**src/rtl/pc_fetch_gen_pkg.sv**
```systemverilog
// Shared types and constants for the IF-stage PC generator.
package pc_fetch_gen_pkg;

  typedef enum logic [2:0] {
    PC_ST_BOOT,
    PC_ST_REQ,
    PC_ST_WAIT,
    PC_ST_DROP,
    PC_ST_HOLD
  } pc_state_e;

  localparam logic        STOP       = 1'b1;
  localparam logic        NOT_STOP   = 1'b0;
  localparam logic [31:0] ZERO_WORD  = 32'h0000_0000;

  // Bit positions inside the ctrl stall vector.
  localparam int STALL_PC   = 0;
  localparam int STALL_IFID = 1;

endpackage

```
**src/rtl/pc_fetch_gen_if.sv**
```systemverilog
// Instruction fetch request/acknowledge bus between the PC generator and the memory controller.
interface pc_fetch_gen_if #(
  parameter int XLEN = 32
);

  logic            fetch_req;
  logic [XLEN-1:0] fetch_addr;
  logic            fetch_ack;
  logic [31:0]     fetch_inst;

  modport master (output fetch_req, output fetch_addr, input fetch_ack, input fetch_inst);
  modport slave  (input fetch_req, input fetch_addr, output fetch_ack, output fetch_inst);

endinterface

```
**src/rtl/pc_fetch_gen.sv**
```systemverilog
// PC generator and single-outstanding fetch sequencer feeding the IF/ID register.
// Redirects from EX discard in-flight responses and any instruction parked in the skid entry.
module pc_fetch_gen
  import pc_fetch_gen_pkg::*;
#(
  parameter int              XLEN       = 32,
  parameter logic [XLEN-1:0] RESET_PC   = '0,
  parameter int              STALL_W    = 6,
  parameter int              INST_BYTES = 4
) (
  input  logic               clk_in,
  input  logic               rst_in,
  input  logic               rdy_in,
  input  logic [STALL_W-1:0] stall,
  input  logic               redirect_en,
  input  logic [XLEN-1:0]    redirect_pc,
  pc_fetch_gen_if.master     fetch,
  output logic               if_valid,
  output logic [XLEN-1:0]    if_pc,
  output logic [31:0]        if_inst
);

  localparam logic [XLEN-1:0] PC_STEP    = XLEN'(INST_BYTES);
  localparam logic [XLEN-1:0] ALIGN_MASK = ~(XLEN'(INST_BYTES - 1));

  pc_state_e       state_q, state_d;
  logic [XLEN-1:0] pc_q, pc_d;
  logic            req_q, req_d;
  logic [XLEN-1:0] addr_q, addr_d;
  logic [XLEN-1:0] skid_pc_q, skid_pc_d;
  logic [31:0]     skid_inst_q, skid_inst_d;
  logic            if_valid_q, if_valid_d;
  logic [XLEN-1:0] if_pc_q, if_pc_d;
  logic [31:0]     if_inst_q, if_inst_d;

  logic [XLEN-1:0] redirect_target;
  logic            pc_stall;
  logic            ifid_stall;
  logic            unused_stall;

  assign redirect_target = redirect_pc & ALIGN_MASK;
  assign pc_stall        = (stall[STALL_PC] == STOP);
  assign ifid_stall      = (stall[STALL_IFID] == STOP);
  assign unused_stall    = ^stall;

  always_ff @(posedge clk_in) begin
    if (rst_in) begin
      state_q     <= PC_ST_BOOT;
      pc_q        <= RESET_PC;
      req_q       <= 1'b0;
      addr_q      <= '0;
      skid_pc_q   <= '0;
      skid_inst_q <= ZERO_WORD;
      if_valid_q  <= 1'b0;
      if_pc_q     <= '0;
      if_inst_q   <= ZERO_WORD;
    end else if (rdy_in) begin
      state_q     <= state_d;
      pc_q        <= pc_d;
      req_q       <= req_d;
      addr_q      <= addr_d;
      skid_pc_q   <= skid_pc_d;
      skid_inst_q <= skid_inst_d;
      if_valid_q  <= if_valid_d;
      if_pc_q     <= if_pc_d;
      if_inst_q   <= if_inst_d;
    end
  end

  always_comb begin
    state_d     = state_q;
    pc_d        = pc_q;
    req_d       = req_q;
    addr_d      = addr_q;
    skid_pc_d   = skid_pc_q;
    skid_inst_d = skid_inst_q;
    if_valid_d  = if_valid_q;
    if_pc_d     = if_pc_q;
    if_inst_d   = if_inst_q;

    // An unstalled IF/ID register drains to a bubble unless something new arrives below.
    if (!ifid_stall) begin
      if_valid_d = 1'b0;
    end

    unique case (state_q)
      PC_ST_BOOT: begin
        state_d = PC_ST_REQ;
        if (redirect_en) begin
          pc_d = redirect_target;
        end
      end
      PC_ST_REQ: begin
        if (redirect_en) begin
          pc_d = redirect_target;
        end else if (!pc_stall) begin
          req_d   = 1'b1;
          addr_d  = pc_q;
          state_d = PC_ST_WAIT;
        end
      end
      PC_ST_WAIT: begin
        if (fetch.fetch_ack) begin
          req_d = 1'b0;
          if (redirect_en) begin
            pc_d    = redirect_target;
            state_d = PC_ST_REQ;
          end else begin
            pc_d = pc_q + PC_STEP;
            if (!ifid_stall) begin
              if_valid_d = 1'b1;
              if_pc_d    = addr_q;
              if_inst_d  = fetch.fetch_inst;
              state_d    = PC_ST_REQ;
            end else begin
              skid_pc_d   = addr_q;
              skid_inst_d = fetch.fetch_inst;
              state_d     = PC_ST_HOLD;
            end
          end
        end else if (redirect_en) begin
          // Memory cannot cancel, so keep requesting and throw the answer away.
          pc_d    = redirect_target;
          state_d = PC_ST_DROP;
        end
      end
      PC_ST_DROP: begin
        if (redirect_en) begin
          pc_d = redirect_target;
        end
        if (fetch.fetch_ack) begin
          req_d   = 1'b0;
          state_d = PC_ST_REQ;
        end
      end
      PC_ST_HOLD: begin
        if (redirect_en) begin
          pc_d    = redirect_target;
          state_d = PC_ST_REQ;
        end else if (!ifid_stall) begin
          if_valid_d = 1'b1;
          if_pc_d    = skid_pc_q;
          if_inst_d  = skid_inst_q;
          state_d    = PC_ST_REQ;
        end
      end
      default: begin
        state_d = PC_ST_BOOT;
      end
    endcase

    if (redirect_en) begin
      if_valid_d = 1'b0;
    end
  end

  assign fetch.fetch_req  = req_q;
  assign fetch.fetch_addr = addr_q;
  assign if_valid         = if_valid_q;
  assign if_pc            = if_pc_q;
  assign if_inst          = if_inst_q;

endmodule
```
**src/flat_wrapper.sv**
```systemverilog
// flat-port wrapper written by rule: the top's interface ports become plain ports
module pc_fetch_gen_flat import pc_fetch_gen_pkg::*;
#(
  parameter int              XLEN       = 32,
  parameter logic [XLEN-1:0] RESET_PC   = '0,
  parameter int              STALL_W    = 6,
  parameter int              INST_BYTES = 4
)
  (clk_in, rst_in, rdy_in, stall, redirect_en, redirect_pc, if_valid, if_pc, if_inst, fetch_fetch_req, fetch_fetch_addr, fetch_fetch_ack, fetch_fetch_inst);
  pc_fetch_gen_if #(.XLEN(XLEN)) fetch_i ();
  input  logic clk_in;
  input  logic rst_in;
  input  logic rdy_in;
  input  logic [STALL_W-1:0] stall;
  input  logic redirect_en;
  input  logic [XLEN-1:0] redirect_pc;
  output logic if_valid;
  output logic [XLEN-1:0] if_pc;
  output logic [31:0] if_inst;
  output wire logic [$bits(fetch_i.fetch_req)-1:0] fetch_fetch_req;
  output wire logic [$bits(fetch_i.fetch_addr)-1:0] fetch_fetch_addr;
  input wire logic [$bits(fetch_i.fetch_ack)-1:0] fetch_fetch_ack;
  input wire logic [$bits(fetch_i.fetch_inst)-1:0] fetch_fetch_inst;
  assign fetch_fetch_req = fetch_i.fetch_req;
  assign fetch_fetch_addr = fetch_i.fetch_addr;
  assign fetch_i.fetch_ack = fetch_fetch_ack;
  assign fetch_i.fetch_inst = fetch_fetch_inst;
  pc_fetch_gen #(.XLEN(XLEN), .RESET_PC(RESET_PC), .STALL_W(STALL_W), .INST_BYTES(INST_BYTES)) u_core (.clk_in(clk_in), .rst_in(rst_in), .rdy_in(rdy_in), .stall(stall), .redirect_en(redirect_en), .redirect_pc(redirect_pc), .fetch(fetch_i), .if_valid(if_valid), .if_pc(if_pc), .if_inst(if_inst));
endmodule
```
**config.mk**
```make
export PLATFORM = sky130hd
export DESIGN_NAME = pc_fetch_gen_flat
export DESIGN_NICKNAME = d
export VERILOG_FILES = /design/src/rtl/pc_fetch_gen_pkg.sv /design/src/rtl/pc_fetch_gen_if.sv /design/src/rtl/pc_fetch_gen.sv /design/src/flat_wrapper.sv
export SDC_FILE = /design/constraint.sdc
export NUM_CORES = 1
export LEC_CHECK = 0
export ABC_AREA = 1
export ABC_CLOCK_PERIOD_IN_PS = 1930
export CAP_MARGIN = 30
export CELL_PAD_IN_SITES_DETAIL_PLACEMENT = 2
export CELL_PAD_IN_SITES_GLOBAL_PLACEMENT = 2
export CORE_MARGIN = 5
export CORE_UTILIZATION = 28
export DETAILED_ROUTE_END_ITERATION = 10
export PLACE_DENSITY = 0.86
export SETUP_SLACK_MARGIN = 0.4
export SKIP_LAST_GASP = 1
export SLEW_MARGIN = 10
export SYNTH_ARGS = -nofsm -noshare
export SYNTH_HDL_FRONTEND = slang
export SYNTH_SLANG_ARGS = --single-unit
```
**constraint.sdc**
```tcl
create_clock -name clk_in -period 1.93 [get_ports clk_in]
set_clock_uncertainty 0.05 [all_clocks]
set_input_delay 0.386 -clock clk_in [delete_from_list [all_inputs] [get_ports clk_in]]
set_output_delay 0.386 -clock clk_in [all_outputs]
set_load 0.02 [all_outputs]
```
; ---- Word-level counts from Yosys, hierarchy flattened
; Cells that the tools add are included.
[word_totals]
ff_bits = 197
[op_classes]
addsub = 1
n_eq_ne = 15
muxes = 35
bitwise_logic = 2
n_reduce_logical = 12
[ops]
columns = operator, count
row1 = two-way mux 32 bit, 13
row2 = case mux 32 bit (2 select lines), 3
row3 = "adder 32 x 3 -> 32 bit, second input constant", 1
row4 = two-way mux 3 bit, 9
row5 = "inequality test 2 bit, second input constant", 8
row6 = case mux 3 bit (5 select lines), 1
row7 = AND reduction 5 bit, 2
row8 = two-way mux 1 bit, 7
row9 = AND reduction 7 bit, 1
row10 = "== test 3 x 2 -> 1 bit, second input constant", 2
row11 = "inequality test 3 bit, second input constant", 2
row12 = AND reduction 6 bit, 1
row13 = nonzero test 2 bit, 3
row14 = case mux 1 bit (2 select lines), 2
row15 = AND reduction 4 bit, 1
row16 = OR reduction 4 bit, 1
row17 = "== test 3 x 1 -> 1 bit, second input constant", 1
row18 = "== test 3 bit, second input constant", 1
row19 = logical NOT 3 bit, 1
row20 = "inequality test 2 x 1 -> 1 bit, second input constant", 1
row21 = NOT 1 bit, 2
row22 = AND reduction 2 bit, 1
row23 = OR reduction 2 bit, 1

; ---- Depth between registers and ports, before layout
[depth]
word_depth = 5
mapped_depth = 11

; ---- Least setup slack after synthesis
; Ideal clock, no wire load.
[synth_path]
kind = register to register
from = register u_core.pc_q[2]
to = register u_core.pc_q[24]
setup_ps = 132
t_arrival_ps = 1388
path_slack_ps = 360
path_stages_with_launch = 11
n_path_buf = 0
synth_period_minus_slack_ps = 1570
path_cell_list = dfxtp_1 ha_1 nand2_1 nor2_1 nand3_1 nor2_1 nand3_1 nand2_1 nand3_1 nand2_1 a21oi_1
[synth_between]
elab_chain_len = 4
[synth_rtl]
columns = item, line_no
row1 = start: declaration, pc_fetch_gen.sv:27  ; logic [XLEN-1:0] pc_q, pc_d;
row2 = start signal: assignment, pc_fetch_gen.sv:59  ; pc_q <= pc_d;
row3 = adder 32 x 3 -> 32 bit, pc_fetch_gen.sv:109  ; pc_d = pc_q + PC_STEP;
row4 = two-way mux 32 bit, pc_fetch_gen.sv:105  ; if (redirect_en) begin
row5 = two-way mux 32 bit, pc_fetch_gen.sv:103  ; if (fetch.fetch_ack) begin
row6 = case mux 32 bit (2 select lines), pc_fetch_gen.sv:86  ; unique case (state_q)
; Every way passes these cells.
; A chain may end at the register's enable or synchronous reset.

; ---- Final worst setup path
[layout_path]
from = register u_core.state_q[0]
to = register u_core.if_inst_q[28], in the netlist u_core.if_inst[28]
[layout_between]
elab_chain_len = 3
[layout_rtl]
columns = item, line_no
row1 = start: declaration, pc_fetch_gen.sv:26  ; pc_state_e state_q, state_d;
row2 = start signal: assignment, pc_fetch_gen.sv:58  ; state_q <= state_d;
row3 = == test 3 x 2 -> 1 bit / == test 3 bit (equally long branches), pc_fetch_gen.sv:86
row4 = inequality test 2 bit (no line) / nonzero test 2 bit (equally long branches), -
row5 = AND reduction 7 bit (no line), -
row6 = end signal: assignment, pc_fetch_gen.sv:66  ; if_inst_q <= if_inst_d;
row7 = end: declaration, pc_fetch_gen.sv:34  ; logic [31:0] if_inst_q, if_inst_d;
; Several ways; a longest one is shown, not always the timed one.

==> reports/summary.log <==
INFO  detailed_routing drc_violations_left=0
INFO  synth          yosys.area.top_type_share=0.455
INFO  synth          synth.distinct_cells=34
INFO  die            top_level_ports=173
INFO  synth          yosysMostFrequentCell=sky130_fd_sc_hd__nand2_1
INFO  timing         final_critical_path_setup_slack=-0.248ns
INFO  worst_setup_path cp_common_cell=sky130_fd_sc_hd__buf_4
INFO  power          totalPowerFinal=9760uW
INFO  synth          mappedNetlistNets=1,309
INFO  worst_setup_path reg2reg_to=u_core.if_inst[28]
INFO  clock_network  tritoncts.num_buffers=17
INFO  synth          post_synth.cell_area_avg=7.03um^2
INFO  clock_network  ctsLongestPathBuffers=2
INFO  worst_setup_path setup.worst_path.class=flip-flop to flip-flop
INFO  clock_network  htree_levels=4
INFO  layout         final_core_utilization=0.464
INFO  global_route   grt.overflow.total=0
INFO  synth          synthArstFlopShare=0
INFO  worst_setup_path start_point_of_the_critical_path=u_core.state_q[0]
INFO  detailed_routing final_antenna_net_count=0
INFO  worst_setup_path crit_path_cell_trace=buf_6, nor2_4, nand2_2, buf_4, nand2_4, nand2_8, clkinv_8, buf_4, clkbuf_16, o21ai_0, a31oi_1
INFO  worst_hold_path timing.hold.worst.class=input port to flip-flop
INFO  outcome        failed_checks=setup timing
INFO  detailed_routing routed-via-count=11,300
INFO  timing         final_max_slew_viol_count=0
INFO  layout         nFillCells=3,255
INFO  placement      post-place-ws=-0.298ns
INFO  timing         max_clock_freq=0.459GHz
INFO  layout         multi_input_comb_area=5090um^2
INFO  layout         final_cells=1,915
INFO  clock_network  cts_root_buffer=sky130_fd_sc_hd__clkbuf_16
INFO  die            floorplan.die.height=186um
INFO  layout         sequential_cell_area=4010um^2
INFO  clock_network  postCtsHoldBufs=0
INFO  timing         worst-slew-pin-transition=0.464ns
INFO  detailed_routing routed_wl=61.3mm
INFO  global_route   grt_start_max_net_pins=66
INFO  global_route   grtUsageTotal=0.257
INFO  worst_setup_path worst_setup_path_start_kind=flip-flop
INFO  worst_setup_path worstRegToRegCells=11
INFO  power          power.density_cell_area=687nW/um^2
INFO  worst_setup_path critical_path.top_delay_family=buffers and inverters
INFO  worst_setup_path critical_path.reg2reg.startpoint=u_core.state_q[0]
INFO  outcome        status=finished, violations left
INFO  die            die_width=186um
INFO  placement      place.detailed.instances=1,787
INFO  worst_setup_path crit_fanout=8
INFO  synth          synth_top_cells_by_count=sky130_fd_sc_hd__nand2_1, sky130_fd_sc_hd__nor2_1, sky130_fd_sc_hd__dfxtp_1, sky130_fd_sc_hd__o21ai_0, sky130_fd_sc_hd__a31oi_1
INFO  placement      io_buffer_count=166
INFO  worst_setup_path critical_path.slowest_cell=sky130_fd_sc_hd__o21ai_0
INFO  timing         post-route-period-util=1.13
INFO  worst_setup_path cp_data_required_time=2.21ns
INFO  layout         layout-area-overhead-vs-synth=64.0%
INFO  power          vdd.ir_drop.worst=653uV
INFO  die            placeableCoreArea=30,600um^2
INFO  die            die_ar=34,600um^2
INFO  synth          synth.area.top_cells=sky130_fd_sc_hd__dfxtp_1, sky130_fd_sc_hd__nand2_1, sky130_fd_sc_hd__nor2_1
INFO  die            placementRows=64
INFO  die            start_util=0.283
INFO  detailed_routing detailed_routing_iteration_count_for_the_pre_antenna_repair_pass=5
INFO  synth          synth.yosys.seq_area_share=0.455
INFO  power          p_leak=0.00582uW
INFO  timing         finalWorstPathRequiredPeriod=2.18ns
INFO  flow_run       drv.max_cap_violation_count=0
INFO  synth          post-synth-top-area-cell=sky130_fd_sc_hd__dfxtp_1
INFO  worst_setup_path crit_path_end=u_core.if_inst[28]
INFO  timing         unrepaired_setup_endpoints_after_global_routing=yes
INFO  synth          synth_warnings=0
INFO  worst_setup_path worst-r2r-setup-slack=-0.25ns
INFO  clock_network  clk_pin_slew=0.09ns
INFO  worst_setup_path critical_path.n_buffers_inverters=5
INFO  synth          synthFlopType=sky130_fd_sc_hd__dfxtp_1
INFO  synth          synthCells=1,233
INFO  placement      gp_congestion=0.859
INFO  worst_setup_path critical_path_arrival=2.46ns
INFO  timing         final.setup.tns=-0.896ns
INFO  layout         post_route_cells_drive_above_1_share=0.318
INFO  worst_setup_path crit_path_end_kind=flip-flop
INFO  detailed_routing routedWlPerCell=32.0um
INFO  timing         relSlewSlack=0.688
INFO  worst_setup_path max_stage_delay=0.39ns
INFO  timing         setup_violations=19
INFO  detailed_routing drc_marker_count_from_the_first_detailed_route_iteration=816
INFO  synth          synth_area=8660um^2
INFO  clock_network  worstSkewPairLatency=0.47ns
INFO  synth          synth_enable_flop_cells=0
INFO  placement      hpwlAfterDp=25.2mm
INFO  global_route   first_global_vias=11,300
INFO  clock_network  clock_sink_count=197
INFO  global_route   global_route_wire_length_before_repair=68.7mm
INFO  global_route   initial_antenna_violation_count=1
INFO  clock_network  tritoncts=done
INFO  detailed_routing via_per_inst=5.92
INFO  worst_setup_path cp.depth=11
INFO  layout         layout.nets=1,579
INFO  timing         hold_viol=0
INFO  synth          number_of_flip_flops_and_latches_in_the_synthesized_netlist=197
timing repair:
item,CTS,global route
setup endpoints to repair,291,272
pin swaps,21,87
cloned,10,18
resized for setup,310,338
setup buffers,28,37
power breakdown:
group	internal, uW	switching (uW)
Combinational	529	777
Sequential	4140	137
Clock	2010	2160
Total	6680	3080
logic make-up after synthesis:
family,after synthesis,synth area share
buffers and inverters,143,0.0761
adders and majority gates,1,0.00144
and+or+nand+nor,573,0.268
AOI/OAI and AO/OA,318,0.198
xor gates and xnor gates,1,0.00101
DFF,197,0.455
layout make-up:
class | instances | share of cell area
flip-flops and latches | 197 | 0.282
diodes | 3 | 0.000528
well taps | 396 | 0.0349
multi-input cells | 893 | 0.358
repair buffers | 334 | 0.259
clock inverters | 15 | 0.0149
repair inverters | 2 | 0.00194
clock buffers | 17 | 0.0299
inverters | 58 | 0.0180
cell usage in the layout (no fill, tap or decap), types with 25 or more instances in the layout:
cell type                         count
sky130_fd_sc_hd__nand2_1            231
sky130_fd_sc_hd__inv_1               44
sky130_fd_sc_hd__clkdlybuf4s50_1     67
sky130_fd_sc_hd__dlygate4sd2_1       72
sky130_fd_sc_hd__clkbuf_16           31
sky130_fd_sc_hd__nor2_2              57
sky130_fd_sc_hd__o21ai_0             92
sky130_fd_sc_hd__a21oi_1             36
sky130_fd_sc_hd__buf_12              30
sky130_fd_sc_hd__buf_2               25
sky130_fd_sc_hd__o21ai_1             31
sky130_fd_sc_hd__nor2_1             155
sky130_fd_sc_hd__nand3_1             40
sky130_fd_sc_hd__dfxtp_2             26
sky130_fd_sc_hd__nor2_4              31
sky130_fd_sc_hd__o21ai_2             42
sky130_fd_sc_hd__dfxtp_1            162
sky130_fd_sc_hd__a31oi_1             73
sky130_fd_sc_hd__buf_4               83
per-layer routing:
layer / GRT usage / part of all wire / up-vias
met1: 0.309 / 0.37 / 5750
met2: 0.454 / 0.49 / 680
li1: - / - / 4673
met5: 0 / 0 / -
met4: 0.104 / 0.071 / 0
met3: 0.0459 / 0.068 / 233
worst min-delay path by stage:
stage / startpoint / endpoint / slack (ns) / cells after the start
floorplan: u_core.pc_q[0] / u_core.pc_q[0] / 0.38 / 2
finish: redirect_pc[15] / u_core.pc_q[15] / 0.43 / 3
detailed placement: u_core.pc_q[1] / u_core.pc_q[1] / 0.40 / 2
global route: u_core.fetch.fetch_req / u_core.fetch.fetch_req / 0.46 / 2
global placement: u_core.pc_q[0] / u_core.pc_q[0] / 0.39 / 2
CTS: u_core.fetch.fetch_req / u_core.fetch.fetch_req / 0.42 / 2
flip-flops by register name, indices dropped and copies added, names as in the netlist:
signal / count
u_core.if_inst: 32
u_core.state_q: 3
u_core.skid_inst_q: 32
u_core.pc_q: 32
u_core.fetch.fetch_addr: 32
u_core.fetch.fetch_req: 1
u_core.if_pc: 32
u_core.skid_pc_q: 32
u_core.if_valid: 1
stage by stage:
step / cell area [um^2] / hold slack (ns)
6_report: 14200 / 0.426
4_1_cts: 12400 / 0.416
3_5_place_dp: 11200 / 0.402
5_1_grt: 14200 / 0.459
3_3_place_gp: 11200 / 0.393
2_1_floorplan: 8670 / 0.384
worst min-delay path: cells and delay by family:
kind	cells	cell delay, ns
AND/OR/NAND/NOR	1	0.06
buffers and inverters	1	0.39
AO/OA/AOI/OAI	1	0.07
Note: power is estimated with default switching activity, not from simulation.
